`src/rtl/prach_nco_pkg.sv`:
```
// Shared constants and types for the PRACH NCO sequencer.
package prach_nco_pkg;

  localparam int NumChn   = 8;
  localparam int FcwWidth = 16;
  localparam int ChnWidth = $clog2(NumChn);

  typedef enum logic [1:0] {
    IDLE = 2'd0,
    SYNC = 2'd1,
    RUN  = 2'd2
  } state_e;

  typedef logic [NumChn-1:0][FcwWidth-1:0] fcw_arr_t;

endpackage

```
`src/rtl/prach_rr_pick.sv`:
```
// Round-robin pick: first set mask bit strictly after ptr, wrapping,
// with ptr itself considered last. NUM_CHN must be a power of two.
module prach_rr_pick #(
  parameter int NUM_CHN = 8
) (
  input  logic [NUM_CHN-1:0]         mask,
  input  logic [$clog2(NUM_CHN)-1:0] ptr,
  output logic                       found,
  output logic [$clog2(NUM_CHN)-1:0] index
);

  localparam int CW = $clog2(NUM_CHN);

  // Scan offsets from farthest to nearest so the nearest hit wins.
  always_comb begin
    found = 1'b0;
    index = '0;
    for (int k = NUM_CHN; k >= 1; k--) begin
      if (mask[ptr + CW'(k)]) begin
        found = 1'b1;
        index = ptr + CW'(k);
      end
    end
  end

endmodule

```
`src/rtl/prach_nco_ctrl.sv`:
```
// PRACH NCO sequencer / FCW front-end.
// Optional slot counter: define PRACH_NCO_CTRL_SLOT_CNT_EN to build it;
// otherwise stat_slot_cnt is tied to zero.
// Outputs are registered from the next-cycle decision, so nco_sync appears
// the cycle after frame_start and the first nco_dv the cycle after nco_sync.
module prach_nco_ctrl
  import prach_nco_pkg::*;
#(
  parameter int NUM_CHN = NumChn,
  parameter int FCW_W   = FcwWidth,
  parameter int DIV_W   = 8
) (
  input  logic                            clk,
  input  logic                            rst_n,
  input  logic                            enable,
  input  logic                            frame_start,
  input  logic [DIV_W-1:0]                ctrl_div,
  input  logic [NUM_CHN-1:0]              ctrl_chn_mask,
  input  logic                            cfg_wr,
  input  logic [$clog2(NUM_CHN)-1:0]      cfg_chn,
  input  logic [FCW_W-1:0]                cfg_fcw,
  input  logic                            cfg_commit,
  output logic                            nco_dv,
  output logic [7:0]                      nco_chn,
  output logic                            nco_sync,
  output logic [NUM_CHN-1:0][FCW_W-1:0]   nco_fcw,
  output logic                            commit_pending,
  output logic [15:0]                     stat_slot_cnt
);

  localparam int CW = $clog2(NUM_CHN);

  state_e                         state, state_nxt;
  logic [DIV_W-1:0]               div_cnt, div_nxt;
  logic [CW-1:0]                  ptr, pick_idx;
  logic                           pick_found, slot_nxt;
  logic [NUM_CHN-1:0][FCW_W-1:0]  shadow;

  prach_rr_pick #(.NUM_CHN(NUM_CHN)) u_pick (
    .mask  (ctrl_chn_mask),
    .ptr   (ptr),
    .found (pick_found),
    .index (pick_idx)
  );

  // Next state, divider phase and slot decision for the coming cycle.
  always_comb begin
    state_nxt = state;
    div_nxt   = '0;
    case (state)
      IDLE:    if (enable && frame_start) state_nxt = SYNC;
      SYNC:    state_nxt = enable ? RUN : IDLE;
      RUN: begin
        if (!enable)          state_nxt = IDLE;
        else if (frame_start) state_nxt = SYNC;
      end
      default: state_nxt = IDLE;
    endcase
    // Phase restarts at 0 on the first RUN cycle after SYNC.
    if (state == RUN && state_nxt == RUN && div_cnt < ctrl_div)
      div_nxt = div_cnt + DIV_W'(1);
    slot_nxt = (state_nxt == RUN) && (div_nxt == '0) && pick_found;
  end

  // Sequencer state and NCO strobes.
  always_ff @(posedge clk or negedge rst_n) begin
    if (!rst_n) begin
      state    <= IDLE;
      div_cnt  <= '0;
      ptr      <= '1;
      nco_dv   <= 1'b0;
      nco_chn  <= '0;
      nco_sync <= 1'b0;
    end else begin
      state    <= state_nxt;
      div_cnt  <= div_nxt;
      nco_sync <= (state_nxt == SYNC);
      nco_dv   <= slot_nxt;
      if (state_nxt == SYNC) begin
        ptr <= '1;
      end else if (slot_nxt) begin
        ptr     <= pick_idx;
        nco_chn <= 8'(pick_idx);
      end
    end
  end

  // Shadow/active FCWs; the copy at the end of SYNC sees the pre-write shadow.
  always_ff @(posedge clk or negedge rst_n) begin
    if (!rst_n) begin
      shadow         <= '0;
      nco_fcw        <= '0;
      commit_pending <= 1'b0;
    end else begin
      if (cfg_wr) shadow[cfg_chn] <= cfg_fcw;
      if (state == SYNC && commit_pending) nco_fcw <= shadow;
      // A commit landing in the SYNC cycle stays pending for the next frame.
      commit_pending <= cfg_commit | (commit_pending & (state != SYNC));
    end
  end

`ifdef PRACH_NCO_CTRL_SLOT_CNT_EN
  // Saturating count of slots issued since the last sync.
  always_ff @(posedge clk or negedge rst_n) begin
    if (!rst_n)
      stat_slot_cnt <= '0;
    else if (state_nxt == SYNC)
      stat_slot_cnt <= '0;
    else if (slot_nxt && stat_slot_cnt != 16'hFFFF)
      stat_slot_cnt <= stat_slot_cnt + 16'd1;
  end
`else
  assign stat_slot_cnt = '0;
`endif

endmodule

```
`config.mk`:
```
export PLATFORM = sky130hd
export DESIGN_NAME = prach_nco_ctrl
export DESIGN_NICKNAME = d
export VERILOG_FILES = /design/src/rtl/prach_nco_pkg.sv /design/src/rtl/prach_rr_pick.sv /design/src/rtl/prach_nco_ctrl.sv
export SDC_FILE = /design/constraint.sdc
export NUM_CORES = 1
export LEC_CHECK = 0
export BUFFER_PORTS_ARGS = -buffer_cell sky130_fd_sc_hd__buf_2
export CAP_MARGIN = 20
export CORE_ASPECT_RATIO = 0.8
export CORE_MARGIN = 2
export CORE_UTILIZATION = 45
export DETAILED_ROUTE_END_ITERATION = 8
export MAX_ROUTING_LAYER = met4
export PLACE_DENSITY = 0.69
export SYNTH_ARGS = -nofsm -noshare
export SYNTH_HDL_FRONTEND = slang
export SYNTH_SLANG_ARGS = --single-unit
```
`constraint.sdc`:
```
create_clock -name clk -period 4 [get_ports clk]
set_input_delay 0.8 -clock clk [delete_from_list [all_inputs] [get_ports clk]]
set_output_delay 0.8 -clock clk [all_outputs]
set_load 0.02 [all_outputs]
```
==> summary.txt <==
STA
  – Slew Limit Fails: 0
  – Fin Clk Skew: roughly 20 ps
  – Final hold vios: 0
  – RSZ-0062 raised after global routing: false
  – Worst-margin pin slew: 1010 ps
  – Min cycle time layout: 3200 ps
  – Fin crit share: 80.1%
  – Max Fclk: around 310 MHz
  – Setup violators final: 0
  – Final setup TNS: 0 ps
  – Slew headroom: between 30% and 40%

Setup path
  – Kind of end point of the critical path: flip-flop
  – Critical Path RT: 4390 ps
  – WS Path Type: reg -> reg
  – Critical path startpoint category: flip-flop
  – Worst Setup SP: ptr[1]
  – FF-to-FF Start: ptr[1]
  – Worst EP arrival: about 3600 ps
  – Maximum net fanout on the critical path: 15

Die
  – Ports: 196
  – CORE AREA: 25400 sq um
  – Initial Util: around 46%
  – Die X: 184 um
  – Num rows: 52
  – Die Span Y: 148 um
  – Die area: 27200 sq um

Logic synthesis
  – Most used flip-flop cell after synthesis: dfrtp_1
  – Syn Std Cell Area: 11700 sq um
  – Cell variety after synth: 52
  – Synth warnings: 0
  – Number of synthesized flops with an enable pin: 0
  – Yosys top cell by area: dfrtp_1
  – Synth async-reset ratio: 100%
  – Yosys top cell area share: 58.4%
  – Synth area leaders: dfrtp_1 58%, mux2_2 25%, mux4_2 2.5%, buf_4 1.4%, ha_1 1.1%
  – Seq/Total Area, Yosys: 59.1%
  – Cell count after synthesis: between 700 and 800
  – Syn avg cell area: 14.8 sq um
  – Yosys reg bits: 275

Placed design
  – Post-DP HPWL: ~17 mm
  – Port-buffer cells: roughly 170
  – GPL Wtd Cong: between 0.8 and 0.9
  – Placed cell areas: about 13000 sq um
  – Placed cells: about 1300

Detailed routing
  – Vias per cell: 5.33
  – Via count: 6997
  – Remaining antenna violation count after routing: 0
  – DRC viols: 0
  – Iteration-0 DRC Markers: around 420
  – Drt pass-1 iters: 4
  – WL/cell: 19.0 um
  – DRT Wirelength: 24.9 mm

CTS
  – Clock-pin transition on the worst setup and hold timing paths: 60 ps
  – CTS buffer count: 28
  – Post_cts resized: 0
  – CTS tree: yes
  – Clk Latency, worst-skew pair: roughly 550 ps
  – Setup Fix Bufs, Post-CTS: 0
  – Sink Count: 275
  – H-Tree Depth: 1
  – CTS max path bufs: 3
  – Cts hold-fix bufs: 0
  – Root buffer cell: clkbuf_16

Finish
  – Layout cells sized above 1: 53.1%
  – Antenna cell count: 0
  – Final instance area: 13900 sq um
  – Area growth syn-to-layout: 19.1%
  – Most common cell after layout, fill and taps aside: dfrtp_1
  – Most frequent cells in the layout: 272 x dfrtp_1, 262 x mux2_2, 173 x buf_2
  – Final #Nets: 1018
  – Finished Layout Cells: 1313

Min path
  – Worst hold path class: in -> async

Global routing
  – Global-route wire length before repair: 39.2 mm
  – Antenna violations before repair: 0
  – All-Layer GR Usage: 18.9%
  – Vias in the first global route: around 7000
  – Grt total ovfl: 0
  – Largest net degree at the start of global routing: 100

Flow run
  – Max_cap viols: 0

Status
  – Status: complete, no violations

Power
  – PD cells: 729 nW/um^2
  – Peak VDD IR: between 0.3 and 0.4 mV
  – Leak: 6.47 nW
==> worst paths after layout <==
kind | to | slack (ps) | cells after the start
worst max-delay path | nco_chn[0] | 800 | 9
worst min-delay path | nco_fcw[67] | 290 | 1
worst max register to register | nco_chn[0] | 800 | 9
worst min register to register | nco_fcw[85] | 490 | 1
max in group asynchronous | ptr[0] | 2830 | 2
min in group clk | commit_pending | 460 | 2
==> kinds of logic after synthesis <==
group / synth area share, %
adders and majority gates: 1.07
DFF: 59.1
muxes: 29.1
AOI/OAI and AO/OA: 2.81
and+or+nand+nor: 3.68
buffers and inverters: 3.45
other: 0.0322
xor gates and xnor gates: 0.751
==> stage by stage <==
| stage | utilization (%) | setup slack [ps] | power [mW] | hold slack [ps] |
|---|---|---|---|---|
| after floorplan | - | 1100 | 6.34 | 428 |
| after global placement | 50.6 | 830 | 7.32 | 475 |
| after detailed placement | 50.6 | 793 | 7.38 | 480 |
| after CTS | 54.6 | 786 | 10.2 | 315 |
| after global routing | 54.7 | 502 | 10.7 | 314 |
| final | 54.7 | 795 | 10.1 | 288 |
==> per-layer routing <==
layer / global-route usage (%) / part of all wire, % / vias up
met1: 28.0 / 49 / 3626
met2: 26.9 / 43 / 188
li1: - / - / 3151
met4: 4.00 / 1.8 / 0
met5: - / 0 / -
met3: 4.24 / 6.0 / 32
==> where the power goes <==
group	switching, mW	total [mW]	internal [mW]
combinational	1.84	3.28	1.44
clock	1.11	2.81	1.70
sequential	0.430	4.04	3.61
==> cell type report <==
type,instances,area (sq um)
Fill cell,2112,11500
Sequential cell,275,6890
Multi-Input combinational cell,455,4460
Timing Repair Buffer,188,1040
Clock buffer,37,815
Tap cell,324,405
Clock inverter,15,211
Inverter,19,71.3
==> cell usage after synthesis, drive strengths merged (2+ instances only) <==
| library cell | instances |
|---|---|
| nor3 | 10 |
| xnor2 | 7 |
| dfrtp | 272 |
| a31oi | 3 |
| mux4 | 15 |
| a211oi | 5 |
| clkbuf | 26 |
| mux2 | 262 |
| xor2 | 3 |
| nand2 | 16 |
| o211ai | 2 |
| a21oi | 5 |
| nor2b | 2 |
| nand3 | 8 |
| inv | 19 |
| o21ai | 8 |
| o31ai | 2 |
| dfstp | 3 |
| nor3b | 3 |
| nand2b | 7 |
| o22ai | 3 |
| nor2 | 24 |
| nand4b | 3 |
| ha | 10 |
| o2111ai | 2 |
| buf | 32 |
| mux2i | 10 |
| and2 | 2 |
| nand4 | 4 |
| and3 | 4 |
==> worst max-delay path, cell delays in order (launching register included) <==
cell,delay (ps)
dfstp_2,520
inv_1,90
ha_1,720
mux4_2,670
nor4_1,290
nand3_1,140
nand2_1,80
a21oi_1,150
o21ai_1,240
o221ai_1,150
==> state kept, by name, indices dropped and copies added, names as in the netlist <==
| name | flops |
|---|---|
| commit_pending | 1 |
| div_cnt | 8 |
| nco_chn | 3 |
| nco_dv | 1 |
| nco_fcw | 128 |
| nco_sync | 1 |
| ptr | 3 |
| shadow | 128 |
| state | 2 |
(Power assumes the default switching activity.)
